[src/rtl/spi_duty_rx_if.sv]
// spi_duty_rx_if: SPI pins plus the duty/strobe outputs that feed the PWM generator.
// Latency: none; this is only a bundle of wires.
// Backpressure: none; the SPI master paces all traffic and the PWM side always accepts.
interface spi_duty_rx_if #(
   parameter int NUM_CH = 3
);
   logic                sclk;
   logic                ss_n;
   logic                mosi;
   logic                miso;
   logic [NUM_CH*8-1:0] duty;
   logic                duty_update;
   logic [2:0]          update_ch;
   logic                frame_err;
   logic                busy;

   modport slave (
      input  sclk, ss_n, mosi,
      output miso, duty, duty_update, update_ch, frame_err, busy
   );

   modport master (
      output sclk, ss_n, mosi,
      input  miso, duty, duty_update, update_ch, frame_err, busy
   );
endinterface

[src/rtl/spi_duty_rx.sv]
// spi_duty_rx: oversampled SPI mode-0 slave decoding 16-bit frames into NUM_CH duty registers.
// Latency: duty/duty_update/frame_err change SYNC_STAGES+2 clk cycles after ss_n rises at the pin.
// Backpressure: none; clk must be >= 8x sclk. FRAME_PARITY_EN makes bit 11 an odd-parity bit.
module spi_duty_rx #(
   parameter int NUM_CH      = 3,
   parameter int SYNC_STAGES = 2
) (
   input  logic         clk,
   input  logic         rst_n,
   spi_duty_rx_if.slave bus
);
   typedef enum logic [1:0] {IDLE, ACTIVE, DONE} state_t;

   state_t                 state_q, state_d;
   logic [SYNC_STAGES-1:0] sclk_sync_q, sclk_sync_d;
   logic [SYNC_STAGES-1:0] ss_sync_q, ss_sync_d;
   logic [SYNC_STAGES-1:0] mosi_sync_q, mosi_sync_d;
   logic [SYNC_STAGES-1:0] fill_q, fill_d;
   logic                   sclk_dly_q, sclk_dly_d;
   logic                   ss_dly_q, ss_dly_d;
   logic                   armed_q, armed_d;
   logic [4:0]             bit_cnt_q, bit_cnt_d;
   logic [15:0]            rx_shift_q, rx_shift_d;
   logic [15:0]            tx_shift_q, tx_shift_d;
   logic                   miso_q, miso_d;
   logic [NUM_CH*8-1:0]    duty_q, duty_d;
   logic                   duty_update_q, duty_update_d;
   logic [2:0]             update_ch_q, update_ch_d;
   logic                   frame_err_q, frame_err_d;
   logic [2:0]             rd_ch_q, rd_ch_d;
   logic [7:0]             frame_cnt_q, frame_cnt_d;

   logic       sclk_s, ss_s, mosi_s;
   logic       sclk_rise, sclk_fall, ss_rise, ss_fall;
   logic [2:0] rx_ch;
   logic       ch_ok, par_ok, frame_ok;
   logic [7:0] rd_duty;
   logic       unused_bits;

   // Synchroniser chains, edge-detect delay copies and the post-reset priming tracker.
   // A falling ss_n only counts once ss_n has been seen high on real pin samples, so a
   // frame interrupted by reset is ignored until ss_n is released and asserted again.
   always_comb begin
      sclk_sync_d = {sclk_sync_q[SYNC_STAGES-2:0], bus.sclk};
      ss_sync_d   = {ss_sync_q[SYNC_STAGES-2:0], bus.ss_n};
      mosi_sync_d = {mosi_sync_q[SYNC_STAGES-2:0], bus.mosi};
      fill_d      = {fill_q[SYNC_STAGES-2:0], 1'b1};
      sclk_dly_d  = sclk_s;
      ss_dly_d    = ss_s;
      armed_d     = armed_q | (fill_q[SYNC_STAGES-1] & ss_s);
   end

   assign sclk_s    = sclk_sync_q[SYNC_STAGES-1];
   assign ss_s      = ss_sync_q[SYNC_STAGES-1];
   assign mosi_s    = mosi_sync_q[SYNC_STAGES-1];
   assign sclk_rise = sclk_s & ~sclk_dly_q;
   assign sclk_fall = ~sclk_s & sclk_dly_q;
   assign ss_rise   = ss_s & ~ss_dly_q;
   assign ss_fall   = armed_q & ~ss_s & ss_dly_q;

   assign rx_ch    = rx_shift_q[14:12];
   assign ch_ok    = ({29'd0, rx_ch} < 32'(NUM_CH));
   assign frame_ok = (bit_cnt_q == 5'd16) && ch_ok && par_ok;

`ifdef FRAME_PARITY_EN
   assign par_ok      = ^{rx_shift_q[15:12], rx_shift_q[7:0], rx_shift_q[11]};
   assign unused_bits = ^{tx_shift_q[15], rx_shift_q[10:8]};
`else
   assign par_ok      = 1'b1;
   assign unused_bits = ^{tx_shift_q[15], rx_shift_q[11:8]};
`endif

   // Readback mux: duty value of the channel selected by the last good read frame.
   always_comb begin
      rd_duty = '0;
      for (int k = 0; k < NUM_CH; k++) begin
         if (rd_ch_q == 3'(k)) rd_duty = duty_q[8*k +: 8];
      end
   end

   // Frame FSM: shift in/out while ACTIVE, decode and commit in the single DONE cycle.
   always_comb begin
      state_d       = state_q;
      bit_cnt_d     = bit_cnt_q;
      rx_shift_d    = rx_shift_q;
      tx_shift_d    = tx_shift_q;
      miso_d        = miso_q;
      duty_d        = duty_q;
      duty_update_d = 1'b0;
      update_ch_d   = 3'd0;
      frame_err_d   = 1'b0;
      rd_ch_d       = rd_ch_q;
      frame_cnt_d   = frame_cnt_q;
      case (state_q)
         IDLE: begin
            if (ss_fall) begin
               state_d    = ACTIVE;
               bit_cnt_d  = 5'd0;
               tx_shift_d = {frame_cnt_q, rd_duty};
               miso_d     = frame_cnt_q[7];
            end
         end
         ACTIVE: begin
            // ss_n release has priority over any sclk edge seen in the same cycle.
            if (ss_rise) begin
               state_d = DONE;
            end else if (sclk_rise) begin
               rx_shift_d = {rx_shift_q[14:0], mosi_s};
               if (bit_cnt_q != 5'd17) bit_cnt_d = bit_cnt_q + 5'd1;
            end else if (sclk_fall) begin
               tx_shift_d = {tx_shift_q[14:0], 1'b0};
               miso_d     = tx_shift_q[14];
            end
         end
         DONE: begin
            state_d = IDLE;
            if (!frame_ok) begin
               frame_err_d = 1'b1;
            end else begin
               frame_cnt_d = frame_cnt_q + 8'd1;
               if (rx_shift_q[15]) begin
                  for (int k = 0; k < NUM_CH; k++) begin
                     if (rx_ch == 3'(k)) duty_d[8*k +: 8] = rx_shift_q[7:0];
                  end
                  duty_update_d = 1'b1;
                  update_ch_d   = rx_ch;
               end else begin
                  rd_ch_d = rx_ch;
               end
            end
         end
         default: state_d = IDLE;
      endcase
   end

   // State register; reset aborts any frame in flight.
   always_ff @(posedge clk or negedge rst_n) begin
      if (!rst_n) begin
         state_q       <= IDLE;
         sclk_sync_q   <= '0;
         ss_sync_q     <= '1;
         mosi_sync_q   <= '0;
         fill_q        <= '0;
         sclk_dly_q    <= 1'b0;
         ss_dly_q      <= 1'b1;
         armed_q       <= 1'b0;
         bit_cnt_q     <= 5'd0;
         rx_shift_q    <= 16'd0;
         tx_shift_q    <= 16'd0;
         miso_q        <= 1'b0;
         duty_q        <= '0;
         duty_update_q <= 1'b0;
         update_ch_q   <= 3'd0;
         frame_err_q   <= 1'b0;
         rd_ch_q       <= 3'd0;
         frame_cnt_q   <= 8'd0;
      end else begin
         state_q       <= state_d;
         sclk_sync_q   <= sclk_sync_d;
         ss_sync_q     <= ss_sync_d;
         mosi_sync_q   <= mosi_sync_d;
         fill_q        <= fill_d;
         sclk_dly_q    <= sclk_dly_d;
         ss_dly_q      <= ss_dly_d;
         armed_q       <= armed_d;
         bit_cnt_q     <= bit_cnt_d;
         rx_shift_q    <= rx_shift_d;
         tx_shift_q    <= tx_shift_d;
         miso_q        <= miso_d;
         duty_q        <= duty_d;
         duty_update_q <= duty_update_d;
         update_ch_q   <= update_ch_d;
         frame_err_q   <= frame_err_d;
         rd_ch_q       <= rd_ch_d;
         frame_cnt_q   <= frame_cnt_d;
      end
   end

   assign bus.miso        = miso_q;
   assign bus.duty        = duty_q;
   assign bus.duty_update = duty_update_q;
   assign bus.update_ch   = update_ch_q;
   assign bus.frame_err   = frame_err_q;
   assign bus.busy        = (state_q == ACTIVE);
endmodule

[src/flat_wrapper.sv]
// flat-port wrapper written by rule: the top's interface ports become plain ports
module spi_duty_rx_flat 
#(
   parameter int NUM_CH      = 3,
   parameter int SYNC_STAGES = 2
)
  (clk, rst_n, bus_sclk, bus_ss_n, bus_mosi, bus_miso, bus_duty, bus_duty_update, bus_update_ch, bus_frame_err, bus_busy);
  spi_duty_rx_if #(.NUM_CH(NUM_CH)) bus_i ();
  input  logic clk;
  input  logic rst_n;
  input wire logic [$bits(bus_i.sclk)-1:0] bus_sclk;
  input wire logic [$bits(bus_i.ss_n)-1:0] bus_ss_n;
  input wire logic [$bits(bus_i.mosi)-1:0] bus_mosi;
  output wire logic [$bits(bus_i.miso)-1:0] bus_miso;
  output wire logic [$bits(bus_i.duty)-1:0] bus_duty;
  output wire logic [$bits(bus_i.duty_update)-1:0] bus_duty_update;
  output wire logic [$bits(bus_i.update_ch)-1:0] bus_update_ch;
  output wire logic [$bits(bus_i.frame_err)-1:0] bus_frame_err;
  output wire logic [$bits(bus_i.busy)-1:0] bus_busy;
  assign bus_i.sclk = bus_sclk;
  assign bus_i.ss_n = bus_ss_n;
  assign bus_i.mosi = bus_mosi;
  assign bus_miso = bus_i.miso;
  assign bus_duty = bus_i.duty;
  assign bus_duty_update = bus_i.duty_update;
  assign bus_update_ch = bus_i.update_ch;
  assign bus_frame_err = bus_i.frame_err;
  assign bus_busy = bus_i.busy;
  spi_duty_rx #(.NUM_CH(NUM_CH), .SYNC_STAGES(SYNC_STAGES)) u_core (.clk(clk), .rst_n(rst_n), .bus(bus_i));
endmodule
[config.mk]
export PLATFORM = sky130hd
export DESIGN_NAME = spi_duty_rx_flat
export DESIGN_NICKNAME = d
export VERILOG_FILES = /design/src/rtl/spi_duty_rx_if.sv /design/src/rtl/spi_duty_rx.sv /design/src/flat_wrapper.sv
export SDC_FILE = /design/constraint.sdc
export NUM_CORES = 1
export LEC_CHECK = 0
export ABC_AREA = 1
export CAP_MARGIN = 0
export CORE_ASPECT_RATIO = 1.2
export CORE_MARGIN = 2
export CORE_UTILIZATION = 31
export DETAILED_ROUTE_END_ITERATION = 8
export GPL_ROUTABILITY_DRIVEN = 1
export PLACE_DENSITY = 0.54
export SKIP_CTS_REPAIR_TIMING = 1
export SYNTH_ARGS = -nofsm -noshare
export SYNTH_HDL_FRONTEND = slang
export SYNTH_SLANG_ARGS = --single-unit
[constraint.sdc]
create_clock -name clk -period 2 [get_ports clk]
set_input_delay 0.4 -clock clk [delete_from_list [all_inputs] [get_ports clk]]
set_output_delay 0.4 -clock clk [all_outputs]
set_load 0.02 [all_outputs]
==> results.sh, run 1 <==
export IMPL_synth_most_common_cell="nand2_1"
export IMPL_nFillCells=1300
export IMPL_post_route_min_period_ns=1.90
export IMPL_numPortBuffers=35
export IMPL_cp_arrival_ns=1.50
export IMPL_grt_max_degree=51
export IMPL_synth_area_per_cell_sq_um=9.14
export IMPL_use_met3=0.0244
export IMPL_diodes=0
export IMPL_clock_sinks=90
export IMPL_cp_num_cells=2
export IMPL_power_density_mw_per_mm2=971
export IMPL_path_buf_inv=1
export IMPL_ir_drop_v=0.000461
export IMPL_cts_buffers=9
export IMPL_holdPathEnd="u_core.sclk_sync_q[1]"
export IMPL_power_mw=4.69
export IMPL_setup_viol=0
export IMPL_ys_flop_type="dfrtp_1"
export IMPL_firstDrtPassIters=6
export IMPL_h_tree_depth=3
export IMPL_synthesis_nets=445
export IMPL_async_reset_ff_frac=1.00
export IMPL_groute_layer_met1_usage=0.188
export IMPL_status="finished, final reports clean"
export IMPL_finalWirelength_mm=8.81
export IMPL_ant_nets=0
export IMPL_crit_start="u_core.state_q[1]"
export IMPL_hp_class="reg -> reg"
export IMPL_critPathTopFamily="buffers and inverters"
export IMPL_antenna_found_initial=0
export IMPL_overflow=0
export IMPL_place_ws_ns=0.414
export IMPL_ys_ff_latch=90
export IMPL_path_class="reg -> out"
export IMPL_grt_pass1_vias=2959
export IMPL_drive_gt1_frac=0.117
export IMPL_maxCapViolCount=0
export IMPL_timing_rr_end="u_core.bus.duty[9]"
export IMPL_finClkSkew_ns=0.00874
export IMPL_finalCritPeriodShare=0.952
export IMPL_slew_viol_final=0
export IMPL_clk_latency_ns=0.34
export IMPL_via_per_inst=4.59
export IMPL_grt_pass1_wl_mm=15.1
export IMPL_start_kind="register"
export IMPL_r2r_slack_ns=0.42
export IMPL_cp_required_ns=1.60
export IMPL_synth_area_top_cells="dfrtp_1 55%, nand2_1 12%, o21ai_0 5.0%"
export IMPL_die_area_sq_mm=0.0138
export IMPL_synth_largest_area_cell="dfrtp_1"
export IMPL_synth_cell_type_count=31
export IMPL_r2r_worst_path_cells=7
export IMPL_wl_per_cell_um=13.7
export IMPL_crit_fanout=3
export IMPL_root_buffer="clkbuf_16"
export IMPL_dieWidth_um=108
export IMPL_top_usage_layer="met2"
export IMPL_syn_area_sq_mm=0.00399
export IMPL_hold_viol=0
export IMPL_drc=0
export IMPL_grtUsageMet2=0.220
export IMPL_r2r_start="u_core.bit_cnt_q[0]"
export IMPL_crit_chain="nor2_4 > clkdlybuf4s50_1"
export IMPL_cts_tree="built"
export IMPL_grt_setup_unrepaired="false"
export IMPL_synth_warnings=0
export IMPL_yosys_area_top_type_share=0.546
export IMPL_max_freq_mhz=525
export IMPL_utilization=0.383
export IMPL_stdcell_count=644
export IMPL_holdPathStages=0
export IMPL_rows=45
export IMPL_drtIter0Drc=124
export IMPL_min_from="u_core.sclk_sync_q[0]"
export IMPL_place_congestion=0.834
export IMPL_grt_usage=0.139
export IMPL_die_y_um=128
export IMPL_nets=484
export IMPL_vias=2954
export IMPL_clk_path_buf_depth=2
export IMPL_dp_hpwl_mm=6.28
export IMPL_slowest_delay_ns=0.62
export IMPL_path_clk_slew_ns=0.06
export IMPL_fin_setup_tns_ns=0
export IMPL_core_region_area_sq_mm=0.0126
export IMPL_start_util=0.316
export IMPL_crit_slowest_cell="clkdlybuf4s50_1"
export IMPL_endpoint_kind="primary output"
export IMPL_syn2layout_area_growth_pct=21.2
export IMPL_synthCells=436
export IMPL_synth_seq_area_share=0.566
export IMPL_synth_common_cells="123 x nand2_1, 87 x dfrtp_1, 40 x o21ai_0, 36 x inv_1, 33 x nand3_1"
export IMPL_synth_edf_count=0
export IMPL_fin_ws_ns=0.0959
export IMPL_dp_cells=627
export IMPL_leakagePower_nw=2.14
export IMPL_boundaryPins=36
## routing by layer
| layer | share of wire | wire (um) | vias to the layer above |
|---|---|---|---|
| li1 | - | - | 1503 |
| met1 | 0.48 | 4240 | 1409 |
| met2 | 0.48 | 4250 | 33 |
| met3 | 0.018 | 162 | 9 |
| met4 | 0.018 | 160 | 0 |
| met5 | 0 | 0 | - |
## flip-flops by register name, summed over array words and instances (netlist names), 2 cells and up
| name | count |
|---|---|
| u_core.bit_cnt_q | 5 |
| u_core.bus.duty | 24 |
| u_core.bus.update_ch | 3 |
| u_core.fill_q | 2 |
| u_core.frame_cnt_q | 8 |
| u_core.mosi_sync_q | 2 |
| u_core.rd_ch_q | 3 |
| u_core.rx_shift_q | 16 |
| u_core.sclk_sync_q | 2 |
| u_core.ss_sync_q | 2 |
| u_core.state_q | 2 |
| u_core.tx_shift_q | 15 |
## metrics by stage
| stage | area (sq um) | hold slack, ns |
|---|---|---|
| after floorplan | 3990 | 0.104 |
| after global placement | 4520 | 0.331 |
| after detailed placement | 4520 | 0.333 |
| after CTS | 4820 | -0.0383 |
| after global routing | 4830 | 0.355 |
| final | 4830 | 0.349 |
## worst max path at each step
stage,end
after floorplan,u_core.bus.duty[5]
after global placement,u_core.tx_shift_q[0]
after detailed placement,u_core.tx_shift_q[0]
after CTS,bus_busy
after global routing,bus_busy
final,bus_busy
## cells by family after synthesis
| logic type | after synthesis | synth area share |
|---|---|---|
| flip-flops | 90 | 0.566 |
| AO/OA/AOI/OAI | 71 | 0.0982 |
| adder cells (fa/ha/maj) | 4 | 0.0126 |
| XOR/XNOR | 5 | 0.0110 |
| buffers and inverters | 54 | 0.0587 |
| AND/OR/NAND/NOR | 210 | 0.252 |
| other | 2 | 0.00188 |
## cell type report
type	instances	area [sq um]	area share
sequential	90	2260	0.467
multi-input combinational	292	1500	0.310
timing repair buffer	43	423	0.0876
clock buffer	9	225	0.0466
tap	164	205	0.0425
inverter	39	146	0.0303
clock inverter	7	77.6	0.0161
## power by group
group          switching (mW)  total (mW)  internal, mW
logic                   0.551       0.809         0.258
clock network           0.729        1.71         0.979
registers               0.142        2.17          2.03
## layout by cell type, fill, tap and decap left out, drive strengths merged
cell,n
nand4,18
clkinv,3
nand3b,1
clkdlybuf4s50,34
clkinvlp,1
conb,2
nor3,4
buf,8
dfstp,3
a21oi,6
ha,4
a21o,1
inv,41
nand2,124
dlygate4sd3,1
o21ai,64
xor2,3
bufinv,1
nor2,18
dfrtp,87
xnor2,2
clkbuf,9
nand3,37
or2,8
Power figures use the tool's default switching activity.
==> run 2: changes to the inputs <==
--- a/config.mk
+++ b/config.mk
@@ -12,6 +12,7 @@
 export CORE_UTILIZATION = 31
 export DETAILED_ROUTE_END_ITERATION = 8
 export GPL_ROUTABILITY_DRIVEN = 1
+export GPL_TIMING_DRIVEN = 0
 export PLACE_DENSITY = 0.54
 export SKIP_CTS_REPAIR_TIMING = 1
 export SYNTH_ARGS = -nofsm -noshare
==> run 2 against run 1 <==
- die area stayed put
- combinational power is 2% higher
- critical path depth is 1 higher
- setup slack better by 0.015 ns
- via count is 2.4% higher
==> results.sh, run 2 (synthesis gave the netlist of run 1 again) <==
export IMPL_grt_usage=0.143
export IMPL_dp_hpwl_mm=6.57
export IMPL_layout_commonest_cell="nand2_1"
export IMPL_ant_nets=0
export IMPL_dp_cells=636
export IMPL_clock_sinks=90
export IMPL_rows=45
export IMPL_stdcell_count=652
export IMPL_dpl_cell_area_sq_mm=0.00457
export IMPL_ir_drop_v=0.000527
export IMPL_post_route_min_period_ns=1.89
export IMPL_h_tree_depth=3
export IMPL_path_clk_slew_ns=0.07
export IMPL_layout_common_cells="123 x nand2_1, 87 x dfrtp_1, 40 x o21ai_0, 36 x inv_1"
export IMPL_leakagePower_nw=2.16
export IMPL_core_region_area_sq_mm=0.0126
export IMPL_place_congestion=0.818
export IMPL_slew_headroom=0.643
export IMPL_whs_ns=0.0330
export IMPL_slowest_delay_ns=0.42
export IMPL_fin_setup_tns_ns=0
export IMPL_place_ws_ns=0.0746
export IMPL_start_kind="register"
export IMPL_boundaryPins=36
export IMPL_hold_viol=0
export IMPL_cp_required_ns=1.60
export IMPL_setup_viol=0
export IMPL_largest_register_ffs=24
export IMPL_grt_setup_unrepaired="false"
export IMPL_numPortBuffers=35
export IMPL_clk_latency_ns=0.35
export IMPL_grt_pass1_wl_mm=15.4
export IMPL_die_y_um=128
export IMPL_cts_tree="built"
export IMPL_max_freq_mhz=529
export IMPL_final_cell_area_sq_mm=0.00487
export IMPL_drive_gt1_frac=0.119
export IMPL_firstDrtPassIters=4
export IMPL_finalWirelength_mm=9.00
export IMPL_grt_pass1_vias=3042
export IMPL_power_density_mw_per_mm2=970
export IMPL_die_area_sq_mm=0.0138
export IMPL_crit_chain="nor2_4 > buf_2 > dlymetal6s2s_1"
export IMPL_hp_class="in -> async"
export IMPL_crit_slowest_cell="dfrtp_1"
export IMPL_via_per_inst=4.64
export IMPL_utilization=0.386
export IMPL_finalCritPeriodShare=0.944
export IMPL_crit_fanout=10
export IMPL_drtIter0Drc=122
export IMPL_antenna_found_initial=0
export IMPL_cp_arrival_ns=1.49
export IMPL_wl_per_cell_um=13.8
export IMPL_status="finished, final reports clean"
export IMPL_overflow=0
export IMPL_diodes=0
export IMPL_clk_path_buf_depth=2
export IMPL_drc=0
export IMPL_root_buffer="clkbuf_16"
export IMPL_slew_viol_final=0
export IMPL_worst_slew_pin_slew_ns=0.535
export IMPL_dieWidth_um=108
export IMPL_endpoint_kind="primary output"
export IMPL_cts_buffers=9
export IMPL_power_mw=4.72
export IMPL_path_class="reg -> out"
export IMPL_fin_ws_ns=0.111
export IMPL_syn2layout_area_growth_pct=22.2
export IMPL_maxCapViolCount=0
export IMPL_start_util=0.316
export IMPL_grt_max_degree=51
export IMPL_nets=492
export IMPL_vias=3026
export IMPL_finClkSkew_ns=0.00836
==> run 2: area by class of cell <==
class / instances / area, sq um
clock buffers: 9 / 225
multi-input cells: 292 / 1500
flip-flops and latches: 90 / 2260
repair buffers: 36 / 378
fillers: 1309 / 7740
clock inverters: 7 / 76.3
inverters: 39 / 146
well taps: 164 / 205
plain buffers: 15 / 87.6
==> run 2: worst paths after layout <==
kind,startpoint,end,slack (ns),depth (start not counted)
worst max-delay path,u_core.state_q[1],bus_busy,0.11,3
worst min-delay path,rst_n,u_core.bit_cnt_q[3],0.03,1
worst max register to register,u_core.bit_cnt_q[0],u_core.bus.duty[6],0.36,8
worst min register to register,u_core.fill_q[0],u_core.fill_q[1],0.35,0
max in group asynchronous,rst_n,u_core.bus.duty[17],1.34,2
min in group clk,u_core.fill_q[0],u_core.fill_q[1],0.35,0
==> run 2: critical path, delay by kind of cell (launching register included) <==
kind          cells  cell delay (ns)
flops             1             0.42
simple gates      1             0.21
buf+inv           2             0.51
==> run 2: per-layer routing <==
layer / global-route usage / routed length [um]
met1: 0.186 / 4160
met2: 0.229 / 4400
met3: 0.0229 / 193
met4: 0.0769 / 242
met5: 0 / 0
==> run 2: where the power goes <==
group          leakage, nW  total, mW  switching, mW  internal [mW]
clock                0.142       1.72          0.746          0.977
combinational        0.823      0.828          0.567          0.261
sequential            1.20       2.17          0.141           2.03
total                 2.16       4.72           1.45           3.27
